==> src/rtl/meter_pkg.sv <==
// Shared types and helpers for the period meter: FSM state encoding and the
// saturation limit of the interval counter.
package meter_pkg;

    typedef enum logic [1:0] {
        IDLE    = 2'd0,
        ARM     = 2'd1,
        MEASURE = 2'd2
    } meter_state_t;

    localparam int DEFAULT_WORD_LENGTH = 16;

    // Largest count a WORD_LENGTH-bit counter can hold before it saturates.
    function automatic logic [31:0] count_max(input int word_length);
        return (32'd1 << word_length) - 32'd1;
    endfunction

endpackage

==> src/rtl/period_meter_rise_detect.sv <==
// Single-cycle rising-edge pulse from a level that is already synchronous to clock_i.
// The history register resets high so a level held high through reset is not an edge.
module rise_detect (
    input  logic clock_i,
    input  logic reset_i,
    input  logic level_i,
    output logic rise_o
);

    logic level_q;

    always_ff @(posedge clock_i) begin
        if (reset_i) begin
            level_q <= 1'b1;
        end else begin
            level_q <= level_i;
        end
    end

    assign rise_o = level_i & ~level_q;

endmodule

==> src/rtl/period_meter.sv <==
// Measures clock cycles between successive rising edges of tick_i and hands each
// interval to a consumer; every edge closes one interval and opens the next.
module period_meter
    import meter_pkg::*;
#(
    parameter int WORD_LENGTH = DEFAULT_WORD_LENGTH
) (
    input  logic                   clock_i,
    input  logic                   reset_i,
    input  logic                   enable_i,
    input  logic                   tick_i,
    input  logic                   ready_i,
    output logic [WORD_LENGTH-1:0] period_o,
    output logic                   valid_o,
    output logic                   overflow_o,
    output logic                   dropped_o,
    output meter_state_t           state_o
);

    localparam logic [WORD_LENGTH-1:0] COUNT_MAX  = WORD_LENGTH'(count_max(WORD_LENGTH));
    localparam logic [WORD_LENGTH-1:0] COUNT_NEAR = COUNT_MAX - WORD_LENGTH'(1);
    localparam logic [WORD_LENGTH-1:0] COUNT_ONE  = WORD_LENGTH'(1);

    meter_state_t           state_q, state_d;
    logic [WORD_LENGTH-1:0] count_q, count_d;
    logic                   sat_q, sat_d;
    logic [WORD_LENGTH-1:0] period_q, period_d;
    logic                   valid_q, valid_d;
    logic                   ovf_q, ovf_d;
    logic                   drop_q, drop_d;
    logic                   rise;
    logic                   capture;

    rise_detect u_rise_detect (
        .clock_i (clock_i),
        .reset_i (reset_i),
        .level_i (tick_i),
        .rise_o  (rise)
    );

    // Handshake: a result transfers in any cycle where valid_o and ready_i are both
    // high; while valid_o is high and unaccepted, period_o/overflow_o do not change
    // and a freshly captured result is thrown away (flagged on dropped_o).
    always_comb begin
        state_d  = state_q;
        count_d  = count_q;
        sat_d    = sat_q;
        period_d = period_q;
        valid_d  = valid_q;
        ovf_d    = ovf_q;
        drop_d   = drop_q;
        capture  = 1'b0;

        if (!enable_i) begin
            state_d = IDLE;
            count_d = '0;
            sat_d   = 1'b0;
            valid_d = 1'b0;
            ovf_d   = 1'b0;
            drop_d  = 1'b0;
        end else begin
            case (state_q)
                IDLE: begin
                    state_d = ARM;
                    count_d = '0;
                end
                ARM: begin
                    if (rise) begin
                        state_d = MEASURE;
                        count_d = COUNT_ONE;
                        sat_d   = 1'b0;
                    end
                end
                MEASURE: begin
                    if (rise) begin
                        capture = 1'b1;
                        count_d = COUNT_ONE;
                        sat_d   = 1'b0;
                    end else begin
                        if (count_q != COUNT_MAX) begin
                            count_d = count_q + COUNT_ONE;
                        end
                        // Flag as soon as the count reaches its ceiling, so an
                        // interval of exactly COUNT_MAX also reports overflow.
                        if (count_q >= COUNT_NEAR) begin
                            sat_d = 1'b1;
                        end
                    end
                end
                default: state_d = IDLE;
            endcase

            if (capture) begin
                if (!valid_q || ready_i) begin
                    period_d = count_q;
                    ovf_d    = sat_q;
                    valid_d  = 1'b1;
                end else begin
                    drop_d = 1'b1;
                end
            end else if (valid_q && ready_i) begin
                valid_d = 1'b0;
            end
        end
    end

    always_ff @(posedge clock_i) begin
        if (reset_i) begin
            state_q  <= IDLE;
            count_q  <= '0;
            sat_q    <= 1'b0;
            period_q <= '0;
            valid_q  <= 1'b0;
            ovf_q    <= 1'b0;
            drop_q   <= 1'b0;
        end else begin
            state_q  <= state_d;
            count_q  <= count_d;
            sat_q    <= sat_d;
            period_q <= period_d;
            valid_q  <= valid_d;
            ovf_q    <= ovf_d;
            drop_q   <= drop_d;
        end
    end

    assign period_o   = period_q;
    assign valid_o    = valid_q;
    assign overflow_o = ovf_q;
    assign dropped_o  = drop_q;
    assign state_o    = state_q;

endmodule

==> config.mk <==
export PLATFORM = sky130hd
export DESIGN_NAME = period_meter
export DESIGN_NICKNAME = d
export VERILOG_FILES = /design/src/rtl/meter_pkg.sv /design/src/rtl/period_meter_rise_detect.sv /design/src/rtl/period_meter.sv
export SDC_FILE = /design/constraint.sdc
export NUM_CORES = 1
export LEC_CHECK = 0
export CAP_MARGIN = 20
export CORE_UTILIZATION = 38
export CTS_BUF_LIST = sky130_fd_sc_hd__clkbuf_4
export DETAILED_ROUTE_END_ITERATION = 8
export PLACE_DENSITY = 0.59
export SLEW_MARGIN = 15
export SYNTH_ARGS = -nofsm -noshare
export SYNTH_HDL_FRONTEND = slang
export SYNTH_SLANG_ARGS = --single-unit
==> constraint.sdc <==
create_clock -name clock_i -period 2.7 [get_ports clock_i]
set_input_delay 0.81 -clock clock_i [delete_from_list [all_inputs] [get_ports clock_i]]
set_output_delay 0.81 -clock clock_i [all_outputs]
set_load 0.03 [all_outputs]
==> implementation parameters <==
Parameter                              Value

Pwr
  Worst-case vdd ir drop    0.2238 mV
  Design Power    0.9517 mW
  Clk pwr share    32.7%
  Reg power frac    approximately three fifths
  P_sw    approximately 0.23 mW
  Design internal power    0.7223 mW
  Fraction of power spent switching nets    about a quarter
  Leakage dissipation    0.7743 nW
  Combinational group share of total power    6.6%
  Power per cell area    416.1 nW/um2

Cells and area
  Fraction of final layout cells with drive strength greater than 1    12.31%
  Fin nets    270
  Area growth syn-to-layout    18.32%
  Post-route non-filler standard cell count    around 330
  N_diodes    0

Clocking
  Clk Latency, worst-skew pair    approximately 0.34 ns
  Number of buffers inserted by hold repair at cts    0
  Clk sinks    39
  Clock-pin transition on the worst setup and hold timing paths    0.11 ns
  Setup bufs post-CTS    0
  H-Tree Level Count    2
  Resized Gates After CTS    0
  TritonCTS clock tree    done
  Clock Tree Buf Depth    2
  Cell chosen for the clock root    sky130_fd_sc_hd__clkbuf_4
  Number of buffers created by CTS    5

Logic synthesis
  EDFF count, synth    0
  Area fraction of the dominant cell type after synthesis    40.39%
  Avg Cell Area, Syn    about 8.3 um2
  Flop and latch count out of synthesis    39
  Most common flop cell mapped by yosys    sky130_fd_sc_hd__dfxtp_1
  Netlist area before placement    1933 um2
  Share of synthesized flip-flops with an asynchronous set or reset    0%
  Synth warn    0
  Register area share after synthesis    40.39%
  Synth unique cells    50
  Commonest cells in the netlist    sky130_fd_sc_hd__dfxtp_1 (39), sky130_fd_sc_hd__a21oi_1 (25), sky130_fd_sc_hd__nand3_1 (24)
  Top cells by area, synth    sky130_fd_sc_hd__dfxtp_1 (40%), sky130_fd_sc_hd__a21oi_1 (6.5%), sky130_fd_sc_hd__nand3_1 (6.2%), sky130_fd_sc_hd__nand2_1 (4.5%), sky130_fd_sc_hd__ha_1 (3.9%)
  Post-synthesis cell type with the largest combined area    sky130_fd_sc_hd__dfxtp_1
  Post-Synthesis Net Count    243
  Cells after Synth    232
  Cell with the most instances after synthesis    sky130_fd_sc_hd__dfxtp_1

Placed design
  Port Buf Inserts    25
  Cell Count Post-Placement    319
  Post-DP HPWL    3223 um
  Final estimated routing congestion in global placement    0.8511

Timing
  Final Critical Period    around 2.3 ns
  Worst-Margin Slew    0.5341 ns
  Highest clock frequency the design can meet    439.5 MHz
  Max-slew headroom    64.31%
  Final slew viol count    0
  RSZ-0062 raised after global routing    false
  Final hold vios    0
  Final setup violation count    0
  Worst hold margin    around 0.46 ns
  Clock Skew    0.01276 ns
  Share of the cycle needed by the critical path after routing    84.27%
  Final total negative setup slack    0 ns

Floorplan
  Area of the placeable core    slightly below 5000 um2
  Die height    73.33 um
  Number of rows created at floorplan    25
  Die ar.    between 5000 and 6000 um2
  Ports    26
  Effective utilization at floorplan    40.13%
  Die W    73.33 um

Setup path
  Slowest-stage cell, CP    sky130_fd_sc_hd__clkdlybuf4s50_1
  Data arrival at the endpoint of the critical path    2.55 ns
  Required time at the worst-slack endpoint    2.97 ns
  Maximum fanout along the worst path    7
  Nature of the critical path endpoint    flop
  Largest incremental delay on the critical path    0.44 ns
  Element type at the critical path start    input port
  Path type of the worst setup path    in -> reg
  Cell Chain, Critical Path    clkdlybuf4s50_1 > nand2b_1 > nand4b_1 > a211oi_1 > buf_4 > nand3_1 > o21ai_0

Min path
  Hold/Removal Path Class    reg -> reg

GRT
  Pin count of the biggest net entering global routing    18
  Number of antenna violations at the first check in global routing    0
  GR Overflow Total    0
  GRT Util Overall    between 15 and 20%
  Via count of the first global-routing pass    1554
  Wire length of the first global-routing pass    7590 um

Detailed routing
  Drt pass-1 iters    4
  Aggregate routed wire length    4428 um
  Violation count after the first detailed-routing iteration    between 70 and 80
  Total vias in the final route    1733
  Detailed-route wire length per cell    13.54 um
  Per-cell via count in the routed design    5.300
  Residual DRC    0
  Count of antenna-violating nets left after detailed routing    0

Status
  Result of the run    complete, no violations

Job
  Number of maximum-capacitance constraint violations    0
[power groups by stage]
stage | Sequential (mW) | Combinational (mW) | Clock, mW
CTS | 0.579 | 0.0625 | 0.327
global placement | 0.591 | 0.0621 | 0
detailed placement | 0.591 | 0.0622 | 0
finish | 0.578 | 0.0624 | 0.311
floorplan | 0.593 | 0.0427 | 0
global route | 0.579 | 0.0690 | 0.355
[path summary, 6_finish.rpt]
kind	endpoint	start	depth (start not counted)	slack, ns
min	period_o[11]	period_o[11]	2	0.46
max	count_q[5]	tick_i	7	0.42
max reg2reg	count_q[7]	count_q[0]	7	0.48
min reg2reg	period_o[11]	period_o[11]	2	0.46
[routing by layer]
metal / global-route usage, % / vias to the layer above / share of wire, %
met4: 5.769 / 0 / 1.4
li1: - / 886 / -
met3: 3.292 / 7 / 2.1
met2: 27.98 / 21 / 44
met5: 0 / - / 0
met1: 25.53 / 819 / 52
[critical path, delay by kind of cell]
kind | cells | cell delay, ns
buffers and inverters | 2 | 0.65
AND/OR/NAND/NOR | 3 | 0.55
AO/OA/AOI/OAI | 2 | 0.54
[placed cells by master, fill, tap and decap left out, types with 2 or more instances in the layout]
cell type,netlist,final
sky130_fd_sc_hd__clkbuf_4,1,7
sky130_fd_sc_hd__and2_1,2,2
sky130_fd_sc_hd__nor3_2,2,2
sky130_fd_sc_hd__a21oi_1,25,25
sky130_fd_sc_hd__nand4_1,6,6
sky130_fd_sc_hd__clkdlybuf4s50_1,0,25
sky130_fd_sc_hd__nand2b_1,2,2
sky130_fd_sc_hd__ha_1,6,6
sky130_fd_sc_hd__nand2_1,23,23
sky130_fd_sc_hd__o211ai_1,7,7
sky130_fd_sc_hd__nor2b_1,2,2
sky130_fd_sc_hd__inv_1,4,4
sky130_fd_sc_hd__o21ai_0,12,12
sky130_fd_sc_hd__nor2_1,16,16
sky130_fd_sc_hd__nand3_1,24,24
sky130_fd_sc_hd__buf_4,1,11
sky130_fd_sc_hd__and3_1,5,5
sky130_fd_sc_hd__dfxtp_1,39,39
sky130_fd_sc_hd__or4_1,2,2
sky130_fd_sc_hd__nor3_1,9,9
sky130_fd_sc_hd__a31oi_1,2,2
sky130_fd_sc_hd__a211o_1,4,4
[cells by family after synthesis]
group | synth area share (%)
buf+inv | 6.990
simple gates | 28.74
mux | 0.5178
compound gates | 19.48
flops | 40.39
fa+ha+maj | 3.883
[layout make-up]
type                            instances  area, um2
Clock buffer                            7      52.55
Clock inverter                          1      5.005
Fill cell                             503       2530
Inverter                                4      15.01
Multi-Input combinational cell        173       1017
Sequential cell                        39      780.7
Tap cell                               67      83.83
Timing Repair Buffer                   36      332.8
[per-stage QoR]
step | cell area [um2] | util (%) | setup WS, ns
floorplan | 1933 | - | 0.5039
global placement | 2230 | 46.29 | 0.1071
detailed placement | 2230 | 46.29 | 0.08632
CTS | 2287 | 47.48 | 0.4276
global route | 2287 | 47.48 | 0.2146
finish | 2287 | 47.48 | 0.4247
[flip-flops by register name (all words and copies together) (netlist names)]
signal / cells
count_q: 16
period_o: 16
state_o: 2
dropped_o: 1
overflow_o: 1
sat_q: 1
u_rise_detect.level_q: 1
valid_o: 1
Power figures use the tool's default switching activity.
